[src/rtl/arb_requester_if.sv]
// Command, arbiter and beat-bus signals of one arbiter requester.
// The DUT takes the slave modport.
interface arb_requester_if #(
    parameter int unsigned DATA_W = 8,
    parameter int unsigned LEN_W  = 4
);
    logic              cmd_valid;
    logic              cmd_ready;
    logic [LEN_W-1:0]  cmd_len;
    logic [DATA_W-1:0] cmd_data;
    logic              req;
    logic              gnt;
    logic              bus_valid;
    logic [DATA_W-1:0] bus_data;
    logic              bus_last;
    logic              done;
    logic [7:0]        stall_cnt;

    modport slave (
        input  cmd_valid, cmd_len, cmd_data, gnt,
        output cmd_ready, req, bus_valid, bus_data, bus_last, done, stall_cnt
    );

    modport master (
        output cmd_valid, cmd_len, cmd_data, gnt,
        input  cmd_ready, req, bus_valid, bus_data, bus_last, done, stall_cnt
    );
endinterface

[src/rtl/arb_requester.sv]
// Requester agent: queues burst commands, requests the arbiter and streams
// base+idx beats while granted, holding position across grant withdrawal.
module arb_requester #(
    parameter int unsigned DATA_W     = 8,
    parameter int unsigned LEN_W      = 4,
    parameter int unsigned FIFO_DEPTH = 4
) (
    input  logic           clock,
    input  logic           reset_n,
    arb_requester_if.slave bus
);
    localparam int unsigned PTR_W = $clog2(FIFO_DEPTH);
    localparam int unsigned CNT_W = PTR_W + 1;

    typedef enum logic [1:0] {S_IDLE, S_ARB, S_XFER, S_GAP} state_t;

    state_t             state_q, state_d;
    logic [LEN_W-1:0]   len_mem_q  [FIFO_DEPTH];
    logic [DATA_W-1:0]  data_mem_q [FIFO_DEPTH];
    logic [PTR_W-1:0]   wr_ptr_q, rd_ptr_q;
    logic [CNT_W-1:0]   count_q, count_d;
    logic               cmd_ready_q;
    logic [LEN_W-1:0]   len_q, len_d;
    logic [LEN_W-1:0]   idx_q, idx_d;
    logic [DATA_W-1:0]  base_q, base_d;
    logic [7:0]         stall_q, stall_d;
    logic               req_q, done_q;
    logic               push, pop, beat, last_beat;

    assign push      = bus.cmd_valid && cmd_ready_q;
    assign pop       = (state_q == S_IDLE) && (count_q != '0);
    assign beat      = (state_q == S_XFER) && bus.gnt;
    assign last_beat = beat && (idx_q == len_q);
    assign count_d   = count_q + CNT_W'(push) - CNT_W'(pop);

    // Command storage needs no reset: occupancy alone defines validity.
    always_ff @(posedge clock) begin
        if (push) begin
            len_mem_q[wr_ptr_q]  <= bus.cmd_len;
            data_mem_q[wr_ptr_q] <= bus.cmd_data;
        end
    end

    always_comb begin
        state_d = state_q;
        len_d   = len_q;
        base_d  = base_q;
        idx_d   = idx_q;
        stall_d = stall_q;
        case (state_q)
            S_IDLE: begin
                if (pop) begin
                    state_d = S_ARB;
                    len_d   = len_mem_q[rd_ptr_q];
                    base_d  = data_mem_q[rd_ptr_q];
                    idx_d   = '0;
                end
            end
            S_ARB: begin
                if (bus.gnt) state_d = S_XFER;
            end
            S_XFER: begin
                if (bus.gnt) begin
                    if (idx_q == len_q) state_d = S_GAP;
                    else                idx_d   = idx_q + LEN_W'(1);
                end else if (stall_q != 8'hFF) begin
                    stall_d = stall_q + 8'd1;
                end
            end
            S_GAP:   state_d = S_IDLE;
            default: state_d = S_IDLE;
        endcase
    end

    always_ff @(posedge clock or negedge reset_n) begin
        if (!reset_n) begin
            state_q     <= S_IDLE;
            wr_ptr_q    <= '0;
            rd_ptr_q    <= '0;
            count_q     <= '0;
            cmd_ready_q <= 1'b1;
            len_q       <= '0;
            idx_q       <= '0;
            base_q      <= '0;
            stall_q     <= '0;
            req_q       <= 1'b0;
            done_q      <= 1'b0;
        end else begin
            state_q     <= state_d;
            count_q     <= count_d;
            cmd_ready_q <= (count_d != CNT_W'(FIFO_DEPTH));
            len_q       <= len_d;
            idx_q       <= idx_d;
            base_q      <= base_d;
            stall_q     <= stall_d;
            req_q       <= (state_d == S_ARB) || (state_d == S_XFER);
            done_q      <= (state_d == S_GAP);
            if (push) wr_ptr_q <= wr_ptr_q + PTR_W'(1);
            if (pop)  rd_ptr_q <= rd_ptr_q + PTR_W'(1);
        end
    end

    // Beat signals follow gnt combinationally so a withdrawn grant costs no beat.
    assign bus.cmd_ready = cmd_ready_q;
    assign bus.req       = req_q;
    assign bus.done      = done_q;
    assign bus.stall_cnt = stall_q;
    assign bus.bus_valid = beat;
    assign bus.bus_last  = last_beat;
    assign bus.bus_data  = beat ? DATA_W'(base_q + DATA_W'(idx_q)) : '0;
endmodule
[src/flat_wrapper.sv]
// flat-port wrapper written by rule: the top's interface ports become plain ports
module arb_requester_flat 
#(
    parameter int unsigned DATA_W     = 8,
    parameter int unsigned LEN_W      = 4,
    parameter int unsigned FIFO_DEPTH = 4
)
  (clock, reset_n, bus_cmd_valid, bus_cmd_len, bus_cmd_data, bus_gnt, bus_cmd_ready, bus_req, bus_bus_valid, bus_bus_data, bus_bus_last, bus_done, bus_stall_cnt);
  arb_requester_if #(.DATA_W(DATA_W), .LEN_W(LEN_W)) bus_i ();
  input  logic clock;
  input  logic reset_n;
  input wire logic [$bits(bus_i.cmd_valid)-1:0] bus_cmd_valid;
  input wire logic [$bits(bus_i.cmd_len)-1:0] bus_cmd_len;
  input wire logic [$bits(bus_i.cmd_data)-1:0] bus_cmd_data;
  input wire logic [$bits(bus_i.gnt)-1:0] bus_gnt;
  output wire logic [$bits(bus_i.cmd_ready)-1:0] bus_cmd_ready;
  output wire logic [$bits(bus_i.req)-1:0] bus_req;
  output wire logic [$bits(bus_i.bus_valid)-1:0] bus_bus_valid;
  output wire logic [$bits(bus_i.bus_data)-1:0] bus_bus_data;
  output wire logic [$bits(bus_i.bus_last)-1:0] bus_bus_last;
  output wire logic [$bits(bus_i.done)-1:0] bus_done;
  output wire logic [$bits(bus_i.stall_cnt)-1:0] bus_stall_cnt;
  assign bus_i.cmd_valid = bus_cmd_valid;
  assign bus_i.cmd_len = bus_cmd_len;
  assign bus_i.cmd_data = bus_cmd_data;
  assign bus_i.gnt = bus_gnt;
  assign bus_cmd_ready = bus_i.cmd_ready;
  assign bus_req = bus_i.req;
  assign bus_bus_valid = bus_i.bus_valid;
  assign bus_bus_data = bus_i.bus_data;
  assign bus_bus_last = bus_i.bus_last;
  assign bus_done = bus_i.done;
  assign bus_stall_cnt = bus_i.stall_cnt;
  arb_requester #(.DATA_W(DATA_W), .LEN_W(LEN_W), .FIFO_DEPTH(FIFO_DEPTH)) u_core (.clock(clock), .reset_n(reset_n), .bus(bus_i));
endmodule
[config.mk]
export PLATFORM = sky130hd
export DESIGN_NAME = arb_requester_flat
export DESIGN_NICKNAME = d
export VERILOG_FILES = /design/src/rtl/arb_requester_if.sv /design/src/rtl/arb_requester.sv /design/src/flat_wrapper.sv
export SDC_FILE = /design/constraint.sdc
export NUM_CORES = 1
export LEC_CHECK = 0
export CORE_AREA = 4 4 93 78
export DETAILED_ROUTE_END_ITERATION = 8
export DIE_AREA = 0 0 97 82
export GPL_TIMING_DRIVEN = 0
export MAX_ROUTING_LAYER = met4
export PLACE_DENSITY_LB_ADDON = 0.3
export SETUP_SLACK_MARGIN = 0.15
export SLEW_MARGIN = 20
export SYNTH_ARGS = -nofsm -noshare
export SYNTH_HDL_FRONTEND = slang
export SYNTH_SLANG_ARGS = --single-unit
[constraint.sdc]
create_clock -name clock -period 6.45 [get_ports clock]
set_input_delay 0.9675 -clock clock [delete_from_list [all_inputs] [get_ports clock]]
set_output_delay 0.9675 -clock clock [all_outputs]
set_load 0.02 [all_outputs]
# Yosys cells after proc, flatten, opt, wreduce, memory -nomap -nowiden
# Memories as Yosys holds them, arrays and structs flattened. A register that Yosys moved wholly into a read port is not among the register bits.
# Index checks and enable logic that the tools add are counted.
# Widths: inputs -> output; s select.
# op_classes
n_mux,12
addsub,7
n_eq_ne,12
bitwise,1
reduce_logical,13
# op_table
cell,count
$mux 4,3
$add 8x1->8 const B,1
$add 8x4->8,1
$eq 2x2->1 const B,4
$mux 2,4
$mux 8,1
$ne 8x8->1 const B,1
$pmux 2 s4,1
$pmux 4 s2,1
$add 2x1->2 const B,2
$add 4x1->4 const B,1
$eq 2x1->1 const B,2
$eq 4x4->1,1
$logic_and 1x1->1,4
$ne 2x2->1 const B,2
$reduce_and 4->1,1
$add 3x1->3,1
$ne 3x3->1 const B,1
$reduce_and 3->1,1
$reduce_bool 3->1,1
$sub 3x1->3,1
$logic_not 1->1,2
$logic_not 2->1,1
$mux 1,2
5 further kinds,5
# word_totals
mem_bits_rw,48
word_cells,56
ff_bits,24
memories,2
inputBits,16
# memory_table
memory,words,word_bits,read_ports,rd_clocked_by_memory_dff,write_ports,line_no,rtl
u_core.data_mem_q,4,8,1,1,1,arb_requester.sv:19,logic [DATA_W-1:0] data_mem_q [FIFO_DEPTH];
u_core.len_mem_q,4,4,1,1,1,arb_requester.sv:18,logic [LEN_W-1:0] len_mem_q [FIFO_DEPTH];

# Depth between registers and ports, before layout
# depth
word_depth,6
mapped_depth,12

# Worst setup path before layout
# Ideal clock, no wire load.
# synth_timing
path_kind,register to output
from,register u_core.idx_q[0]
to,output port bus_bus_data[6]
setup_slack_ns,3.580
path_stages_with_launch,7
arrival_time_ns,1.902
n_path_buf,0
required_ns,5.483
cell_sequence,dfrtp_1 ha_1 fa_1 a21o_1 a21oi_1 o21ai_0 a21oi_1
# synth_via
elab_chain_cells,2
# synth_lines
item,line_no,rtl
from (decl),arb_requester.sv:24,"logic [LEN_W-1:0] idx_q, idx_d;"
from (signal assigned),arb_requester.sv:93,idx_q <= idx_d;
$add 8x4->8,arb_requester.sv:110,assign bus.bus_data = beat ? DATA_W'(base_q + DATA_W'(idx_q)) : '0;
$mux 8,arb_requester.sv:110,
to (decl),flat_wrapper.sv:19,output wire logic [$bits(bus_i.bus_data)-1:0] bus_bus_data;
# Every way passes these cells.

# Worst setup path after layout
# layout_timing
from,input port bus_gnt
to,output port bus_bus_data[5]
# layout_via
elab_chain_cells,2
# layout_lines
item,line_no,rtl
from (decl),flat_wrapper.sv:15,input wire logic [$bits(bus_i.gnt)-1:0] bus_gnt;
$logic_and 1x1->1,arb_requester.sv:32,assign beat = (state_q == S_XFER) && bus.gnt;
$mux 8,arb_requester.sv:110,
# Every way passes these cells.

==> metrics.md <==
| Metric | Value |
|---|---|
| Part of the power in combinational logic | `0.358` |
| CTS Buffer Depth | `2` |
| Cell Int Power | `1.28 mW` |
| Leakage | `1.79 nW` |
| FP Rows | `26` |
| Vias in the first global route | `2018` |
| Critical path's largest stage delay | `620 ps` |
| Io pins | `37` |
| HP Class | `register to register` |
| Power density cells | `441 mW/mm²` |
| Layout net count | `337` |
| Post-Synth XOR/XNOR Area | `0.0381` |
| Post-synth EDFFs | `48` |
| Final TNS setup | `0 ps` |
| Post_cts resized | `0` |
| Outcome | `completed` |
| Initial Utilization | `0.585` |
| Synth top area cells | `edfxtp_1, dfrtp_1, nand2_1` |
| Crit path arrival time | `2850 ps` |
| Fin worst setup slack | `2630 ps` |
| Total number of vias | `2048` |
| TritonCTS clock tree | `done` |
| Count of endpoints failing setup in the final report | `0` |
| Setup crit start kind | `input port` |
| Maximum vdd drop | `174 µV` |
| Diodes inserted | `0` |
| Kind of end point of the critical path | `output port` |
| Placer Congestion | `0.802` |
| Hold slack | `499 ps` |
| Top-count cell post-synth | `nand2_1` |
| Synth Flop Type | `edfxtp_1` |
| DRT antenna net count | `0` |
| Relative slew slack | `0.555` |
| Yosys warns | `0` |
| Final Hold Vio Count | `0` |
| CP Class | `input port to output port` |
| Switching power | `654 µW` |
| CP cell instances | `clkdlybuf4s50_1, nand3b_4, inv_1, nand2_1, a21oi_1, a31o_2, clkdlybuf4s50_1` |
| Register share of total power | `0.431` |
| Final Util | `0.698` |
| WL final | `6.11 mm` |
| Die width | `97 µm` |
| Worst-path clk slew | `80 ps` |
| Cell taking the most area after synthesis | `edfxtp_1` |
| Async SR Flop Fraction | `0.429` |
| Crit Path Max Fanout | `7` |
| Fraction of layout cells with a size suffix above 1 | `0.122` |
| Clk_lat worst skew | `350 ps` |
| DP HPWL | `4.44 mm` |
| Syn_nets | `289` |
| Final Max Slew Viols | `0` |
| Full die area | `0.00795 mm²` |
| # hold bufs at CTS | `0` |
| Largest family of logic cells by synthesized area | `simple AND/OR/NAND/NOR gates` |
| Gate Count Post-Synth | `258` |
| DP Worst Slack | `2630 ps` |
| Number of post-CTS setup repair buffers | `0` |
| # DRC | `0` |
| Initial antenna violation count | `0` |
| H-Tree Depth | `3` |
| Top cell family by delay on the critical path | `buffers and inverters` |
| RSZ-0062 raised after global routing | `false` |
| Area delta synth->final | `19.3%` |
| Simple-gate portion of the synthesized area | `0.116` |
| Most used cell, CP | `clkdlybuf4s50_1` |
| Per-cell routed wire length | `15.5 µm` |
| TritonRoute pass-1 iters | `5` |
| Cell Area, Synth | `0.00368 mm²` |
| Buffers added on ports | `36` |
| Clk pwr share | `0.211` |
| Adder-Cell Fraction of Synth Area | `0.0551` |
| Overflow after GRT | `0` |
| Synth top cells by count | `nand2_1, edfxtp_1, dfrtp_1, xnor2_1, ha_1` |
| Die Ht | `82 µm` |
| Via density | `5.18` |
| Core ar. | `0.00628 mm²` |
| Post-synthesis compound-gate area fraction | `0.0371` |
| Total CTS buffers | `9` |
| Final period util | `0.592` |
| Fmax | `0.262 GHz` |
| Sequential area share after synthesis | `0.638` |
| Min Tclk post-route | `3820 ps` |
| #FFs+latches synth | `84` |
| First-pass GRT wire length | `10.3 mm` |
| Yosys top cell area share | `0.392` |
| Crit path max-delay cell type | `clkdlybuf4s50_1` |
| Sinks on Clock Net | `84` |
| All-Layer GR Usage | `0.178` |
| Post-synthesis cell type count | `43` |
| Worst path bufs/invs | `3` |
| Post-synthesis mux area share | `0.0936` |
| Tightest Pin Transition | `667 ps` |
| Clock Skews | `13.9 ps` |
| Synthesized area per cell | `14.2 µm²` |
| Sw Ratio | `0.339` |
| Largest net degree at the start of global routing | `20` |
| Required time of the worst setup path | `5480 ps` |
| Max_cap viols | `0` |
| Root buffer cell | `clkbuf_8` |
| DR iter-0 viols | `83` |
==> per-stage QoR <==
step	cells	area, µm²	power (mW)
finish	395	4390	1.93
floorplan	258	3680	1.32
global placement	378	4140	1.51
global route	395	4390	2.08
detailed placement	379	4160	1.54
CTS	395	4390	1.95
==> path summary, 6_finish.rpt <==
kind / start / to / slack [ps] / cells after the start
setup / recovery: bus_gnt / bus_bus_data[5] / 2630 / 7
hold / removal: u_core.bus.stall_cnt[6] / u_core.bus.stall_cnt[6] / 500 / 1
setup reg to reg: u_core.count_q[0] / u_core.bus.cmd_ready / 3850 / 12
hold reg to reg: u_core.bus.stall_cnt[6] / u_core.bus.stall_cnt[6] / 500 / 1
max in group asynchronous: reset_n / u_core.bus.cmd_ready / 5380 / 2
min in group asynchronous: reset_n / u_core.count_q[1] / 550 / 1
==> routing by layer <==
metal	vias up	routed length (µm)	track usage
met5	-	0	-
met4	0	63	0.0463
met3	8	294	0.0569
met2	45	2850	0.270
met1	965	2900	0.235
li1	1030	-	-
==> cells in the final DEF (no fill, tap or decap), types with 7 or more instances in the layout <==
cell type / instances
nor2_1: 9
clkbuf_8: 9
inv_1: 9
mux4_2: 7
clkdlybuf4s50_1: 35
xnor2_1: 14
edfxtp_1: 48
nand2_1: 52
ha_1: 13
dfrtp_1: 35
==> power by group through the flow <==
stage          registers (mW)  logic [mW]  clock network (mW)
2_1_floorplan           0.844       0.474                   0
3_3_place_gp            0.837       0.671                   0
3_5_place_dp            0.843       0.696                   0
4_1_cts                 0.833       0.703               0.417
5_1_grt                 0.853       0.779               0.444
6_report                0.833       0.691               0.408
==> cells by family (layout without fill, tap and decap cells) <==
logic type | count (synthesis) | in the layout
xor+xnor | 16 | 16
compound gates | 21 | 21
simple gates | 89 | 89
mux | 17 | 17
buf+inv | 16 | 69
flops | 84 | 84
fa+ha+maj | 15 | 15
==> registers in the layout (all words and copies together), names as in the netlist <==
register / count
u_core.base_q: 8
u_core.bus.cmd_ready: 1
u_core.data_mem_q: 32
u_core.bus.stall_cnt: 8
u_core.bus.done: 1
u_core.state_q: 2
u_core.len_q: 4
u_core.bus.req: 1
u_core.wr_ptr_q: 2
u_core.len_mem_q: 16
u_core.count_q: 3
u_core.rd_ptr_q: 2
u_core.idx_q: 4
==> final cells by class <==
class / instances / area (µm²)
flip-flops and latches: 84 / 2340
fillers: 417 / 1890
multi-input cells: 158 / 1250
repair buffers: 37 / 383
clock buffers: 10 / 128
well taps: 84 / 105
clock inverters: 6 / 93.8
plain buffers: 6 / 43.8
inverters: 10 / 40.0
Note: power is estimated with default switching activity, not from simulation.
